===== src/rtl/cpu_exec.sv =====
// Mini-CPU execution stage: runs one instruction against a 16x16 register file,
// then holds opcode/result steady so the LCD driver can finish its write.
module cpu_exec #(
    parameter int DISP_HOLD = 1_200_000
) (
    input  logic        clk,
    input  logic        rst,
    input  logic        instr_valid,
    output logic        instr_ready,
    input  logic [2:0]  instr_op,
    input  logic [3:0]  instr_dst,
    input  logic [3:0]  instr_src1,
    input  logic [3:0]  instr_src2,
    input  logic [15:0] instr_imm,
    output logic [2:0]  opcode,
    output logic [15:0] result,
    output logic        done
);

    localparam logic [2:0] OP_LOAD    = 3'b000;
    localparam logic [2:0] OP_ADD     = 3'b001;
    localparam logic [2:0] OP_ADDI    = 3'b010;
    localparam logic [2:0] OP_SUB     = 3'b011;
    localparam logic [2:0] OP_SUBI    = 3'b100;
    localparam logic [2:0] OP_MUL     = 3'b101;
    localparam logic [2:0] OP_CLEAR   = 3'b110;
    localparam logic [2:0] OP_DISPLAY = 3'b111;

    localparam int HW = (DISP_HOLD > 1) ? $clog2(DISP_HOLD) : 1;
    localparam logic [HW-1:0] HOLD_LAST = HW'(DISP_HOLD - 1);

    typedef enum logic [1:0] {S_IDLE, S_EXEC, S_MUL, S_HOLD} state_t;

    state_t        state;
    logic [15:0]   rf [16];
    logic [2:0]    op_q;
    logic [3:0]    dst_q;
    logic [3:0]    src1_q;
    logic [3:0]    src2_q;
    logic [15:0]   imm_q;
    logic [15:0]   mcand;
    logic [15:0]   mplier;
    logic [15:0]   acc;
    logic [3:0]    mul_cnt;
    logic [HW-1:0] hold_cnt;
    logic [15:0]   alu_res;
    logic [15:0]   mul_sum;

    always_comb begin
        alu_res = '0;
        case (op_q)
            OP_ADD:  alu_res = rf[src1_q] + rf[src2_q];
            OP_ADDI: alu_res = rf[src1_q] + imm_q;
            OP_SUB:  alu_res = rf[src1_q] - rf[src2_q];
            OP_SUBI: alu_res = rf[src1_q] - imm_q;
            default: alu_res = '0;
        endcase
        mul_sum = acc + (mplier[0] ? mcand : 16'd0);
    end

    // instr_ready is registered so it stays low for one cycle after reset.
    always_ff @(posedge clk) begin
        if (rst) begin
            state       <= S_IDLE;
            instr_ready <= 1'b0;
            opcode      <= OP_LOAD;
            result      <= '0;
            done        <= 1'b0;
            hold_cnt    <= '0;
            mul_cnt     <= '0;
            mcand       <= '0;
            mplier      <= '0;
            acc         <= '0;
            op_q        <= '0;
            dst_q       <= '0;
            src1_q      <= '0;
            src2_q      <= '0;
            imm_q       <= '0;
            for (int i = 0; i < 16; i++) rf[i] <= '0;
        end else begin
            done <= 1'b0;
            case (state)
                S_IDLE: begin
                    instr_ready <= 1'b1;
                    if (instr_valid && instr_ready) begin
                        op_q        <= instr_op;
                        dst_q       <= instr_dst;
                        src1_q      <= instr_src1;
                        src2_q      <= instr_src2;
                        imm_q       <= instr_imm;
                        instr_ready <= 1'b0;
                        state       <= S_EXEC;
                    end
                end
                S_EXEC: begin
                    hold_cnt <= '0;
                    case (op_q)
                        OP_LOAD: begin
                            rf[dst_q]   <= imm_q;
                            result      <= imm_q;
                            opcode      <= OP_LOAD;
                            done        <= 1'b1;
                            instr_ready <= 1'b1;
                            state       <= S_IDLE;
                        end
                        OP_MUL: begin
                            mcand   <= rf[src1_q];
                            mplier  <= rf[src2_q];
                            acc     <= '0;
                            mul_cnt <= '0;
                            state   <= S_MUL;
                        end
                        OP_CLEAR: begin
                            for (int i = 0; i < 16; i++) rf[i] <= '0;
                            result <= '0;
                            opcode <= OP_CLEAR;
                            done   <= 1'b1;
                            state  <= S_HOLD;
                        end
                        OP_DISPLAY: begin
                            result <= rf[src1_q];
                            opcode <= OP_DISPLAY;
                            done   <= 1'b1;
                            state  <= S_HOLD;
                        end
                        default: begin
                            rf[dst_q] <= alu_res;
                            result    <= alu_res;
                            opcode    <= op_q;
                            done      <= 1'b1;
                            state     <= S_HOLD;
                        end
                    endcase
                end
                S_MUL: begin
                    acc     <= mul_sum;
                    mcand   <= mcand << 1;
                    mplier  <= mplier >> 1;
                    mul_cnt <= mul_cnt + 4'd1;
                    if (mul_cnt == 4'd15) begin
                        rf[dst_q] <= mul_sum;
                        result    <= mul_sum;
                        opcode    <= OP_MUL;
                        done      <= 1'b1;
                        hold_cnt  <= '0;
                        state     <= S_HOLD;
                    end
                end
                S_HOLD: begin
                    if (hold_cnt == HOLD_LAST) begin
                        hold_cnt    <= '0;
                        instr_ready <= 1'b1;
                        state       <= S_IDLE;
                    end else begin
                        hold_cnt <= hold_cnt + 1'b1;
                    end
                end
                default: state <= S_IDLE;
            endcase
        end
    end

endmodule


===== config.mk =====
export PLATFORM = sky130hd
export DESIGN_NAME = cpu_exec
export DESIGN_NICKNAME = d
export VERILOG_FILES = /design/src/rtl/cpu_exec.sv
export SDC_FILE = /design/constraint.sdc
export NUM_CORES = 1
export LEC_CHECK = 0
export ABC_AREA = 1
export BUFFER_PORTS_ARGS = -buffer_cell sky130_fd_sc_hd__buf_2
export CORE_MARGIN = 8
export CORE_UTILIZATION = 57
export DETAILED_ROUTE_END_ITERATION = 10
export PLACE_DENSITY = 0.86
export SYNTH_ARGS = -nofsm -noshare
export SYNTH_HDL_FRONTEND = slang
export SYNTH_SLANG_ARGS = --single-unit

===== constraint.sdc =====
create_clock -name clk -period 4 [get_ports clk]
set_input_delay 0.2 -clock clk [delete_from_list [all_inputs] [get_ports clk]]
set_output_delay 0.2 -clock clk [all_outputs]
set_load 0.01 [all_outputs]

==> results.ini <==
[timing]
rsz0062_at_grt=true
fmax_mhz=219
slew_headroom_pct=31.7
fin_crit_ps=4560
hold_violations=0
skew_ps=21.5
fin_ws_ps=-563
setup_viol=168
drv_slew=0
fin_crit_sh_pct=114
worst_pin_slew_ps=1020
holdWs_ps=23.3

[setup_path]
r2r_slack_ps=-560
worstPathArrival_ps=4880
reg2reg_depth=24
r2r_end=rf[0][14]
crit_type=register to register
cp.required_ps=4320
cp-end-kind=register
path_max_fanout=37
startpoint_type=register

[logic_synthesis]
synth_ff_type=edfxtp_1
seq_area_frac_synth_pct=45.9
synth_nets=3027
synth_edf_count=256
netlist_instances=2952
async_flop_share_pct=0
syn-cell-area_um2=22600
synthDistinctLibCells=59
ys_ff_latch=391
syn_avg_cell_area_um2=7.67
yosys_warnings=0

[die]
die_width_um=215
core_area_um2=39500
die-area_um2=46300
initial_core_util_pct=57.4
die_y_um=215
num_rows=73
io_pins=55

[clocking]
cts_root_buffer=clkbuf_16
htreeDepth=2
cts_sinks=391
clkLatencyLatePin_ps=590
clockBufferDepth=3
cts_buffers=43
cts_tree=done
clkTransAtPathRegs_ps=60

[placed_design]
globalplace.congestion=0.966
dp.cells=3617
io_buffers=54
dp_hpwl_um=54500
placed_area_um2=25100

[grt]
antenna_found_initial=1
grt_usage_pct=35.1
grt_pass1_vias=23000
grt_max_degree=76
grt_overflow_total=0
grt_first_pass_wirelength_um=128000

[worst_hold_path]
worstHoldPathType=input pin to register
min_path_cells=3
worstHoldStart=instr_imm[13]
holdPathEnd=imm_q[13]

[pwr]
pwr_density_cell_nw_per_um2=620
ir_drop_uv=482
p_leak_nw=11.2
finalPower_w=0.0173

[outcome]
violations=negative setup slack
status=complete, but fails checks

[routing]
viasPerCell=6.28
drc=0
dr.pass1.iters=8
wl_um=84100
drtIter0Drc=3503
via_count=23700
routedWlPerCell_um=22.3
ant_nets=0

[cells_and_area]
nets=3289
syn_to_final_growth_pct=23.7
final-instance-count-excl-fill=3772
stdcell_area_um2=28000
drive_above_1_share_pct=19.2

[flow_run]
maxCapViolations=0

-- through the flow --
stage	TNS [ps]	setup WS, ps	util [%]
5_1_grt	-96040	-829	70.9
3_3_place_gp	-46690	-421	63.5
6_report	-56200	-563	70.9
4_1_cts	-23810	-256	70.0
2_1_floorplan	-654	-56.9	-
3_5_place_dp	-59640	-533	63.5
-- kinds of logic after synthesis --
group	count (synthesis)	synth area share, %
compound gates	746	18.4
mux	5	0.221
flops	391	45.9
fa+ha+maj	41	2.33
buf+inv	506	9.36
xor+xnor	22	0.851
simple gates	1241	23.0
-- worst max-delay path, cell delays in order (launching register included) --
cell and delay [ps]:
dfxtp_4 420, buf_8 170, buf_12 140, buf_6 180
buf_8 250, nand2_1 110, o211ai_1 120, nand3_1 110
nand3_1 330, nand2_2 180, nand2_1 100, o21ai_0 110
o32ai_1 380, ha_1 350, nand2_1 90, inv_2 40
a221oi_2 220, nand2_1 100, xor2_1 170, nand2_1 80
nand2_1 70, a22oi_2 210, buf_6 160, buf_16 150
nor2_1 50
-- flip-flops by register name, summed over array words and instances, names as in the netlist, named ones only --
signal	flops
acc	16
imm_q	16
mul_cnt	4
rf	256
state	1
instr_ready	1
mcand	16
hold_cnt	21
dst_q	4
mplier	16
result	16
opcode	3
op_q	3
src1_q	4
done	1
src2_q	4
-- routing by layer --
metal	track usage (%)	part of all wire, %
met1	44.3	36
met2	53.4	43
met3	8.72	13
met4	22.4	7.1
met5	0	0
-- layout make-up --
type                       count  area [um2]
antenna                        2        5.00
clock buffer                  53        1140
fill                        3019       11500
inverter                     314        1190
clock inverter                23         150
timing repair buffer         408        3540
tap                          525         657
sequential                   391       10400
multi-input combinational   2056       10900
-- cells in the mapped netlist (3+ instances only) --
library cell | number | share of area [%]
o211ai_2 | 3 | 0.17
mux2i_1 | 5 | 0.22
xnor2_1 | 4 | 0.15
buf_2 | 38 | 0.84
nor4_1 | 4 | 0.11
nand4_1 | 8 | 0.22
o22ai_1 | 10 | 0.28
a211oi_1 | 7 | 0.23
o221ai_1 | 24 | 0.93
buf_6 | 20 | 1.0
nor3b_1 | 3 | 0.10
buf_1 | 16 | 0.27
or2_1 | 19 | 0.53
inv_1 | 303 | 5.0
o21ai_1 | 4 | 0.088
clkinv_1 | 4 | 0.066
a31oi_1 | 17 | 0.47
inv_2 | 6 | 0.10
a221oi_1 | 5 | 0.19
buf_4 | 5 | 0.17
dfxtp_1 | 135 | 12
nand3_2 | 3 | 0.13
edfxtp_1 | 256 | 34
nor3_1 | 34 | 0.75
o21ai_0 | 273 | 6.0
xor2_1 | 18 | 0.70
or2_0 | 3 | 0.083
o211ai_1 | 45 | 1.5
ha_1 | 39 | 2.2
nor2_1 | 379 | 6.3
a21oi_1 | 319 | 7.1
nor2_2 | 5 | 0.14
clkbuf_1 | 113 | 1.9
a22oi_1 | 10 | 0.33
nand2_1 | 531 | 8.8
nand2_2 | 9 | 0.25
o21a_1 | 3 | 0.10
a21oi_2 | 10 | 0.39
nand3_1 | 233 | 5.2
-- placed cells by master, fill, tap and decap left out, drive strengths merged, types with 30 or more instances in the layout --
cell type and instances:
nand2 542, nor2 385, buf 376, a21oi 329, inv 311, o21ai 277
edfxtp 256, nand3 236, dfxtp 135, clkbuf 53, o211ai 48, ha 39
nor3 37, dlygate4sd3 30
-- power by group --
part | internal (W) | switching [W]
Combinational | 0.00350 | 0.00508
Sequential | 0.00470 | 0.000288
Clock | 0.00209 | 0.00168
-- how the worst max path moves through the flow --
stage	from	cells after the start	slack [ps]	endpoint
after global placement	register	30	-420	rf[12][12]
after CTS	register	29	-260	rf[12][12]
after floorplan	register	30	-60	rf[4][14]
after detailed placement	register	30	-530	rf[12][12]
after global routing	register	36	-830	rf[0][14]
final	register	24	-560	rf[0][14]
-- timing repair --
action | CTS | global route
endpoints found under the hold margin | 37 | 0
setup endpoints to repair | 201 | 202
setup buffers | 37 | 6
pin swaps | 47 | 34
hold buffers | 30 | 0
cloned | 7 | 1
gates resized for setup | 129 | 92
Power figures use the tool's default switching activity.
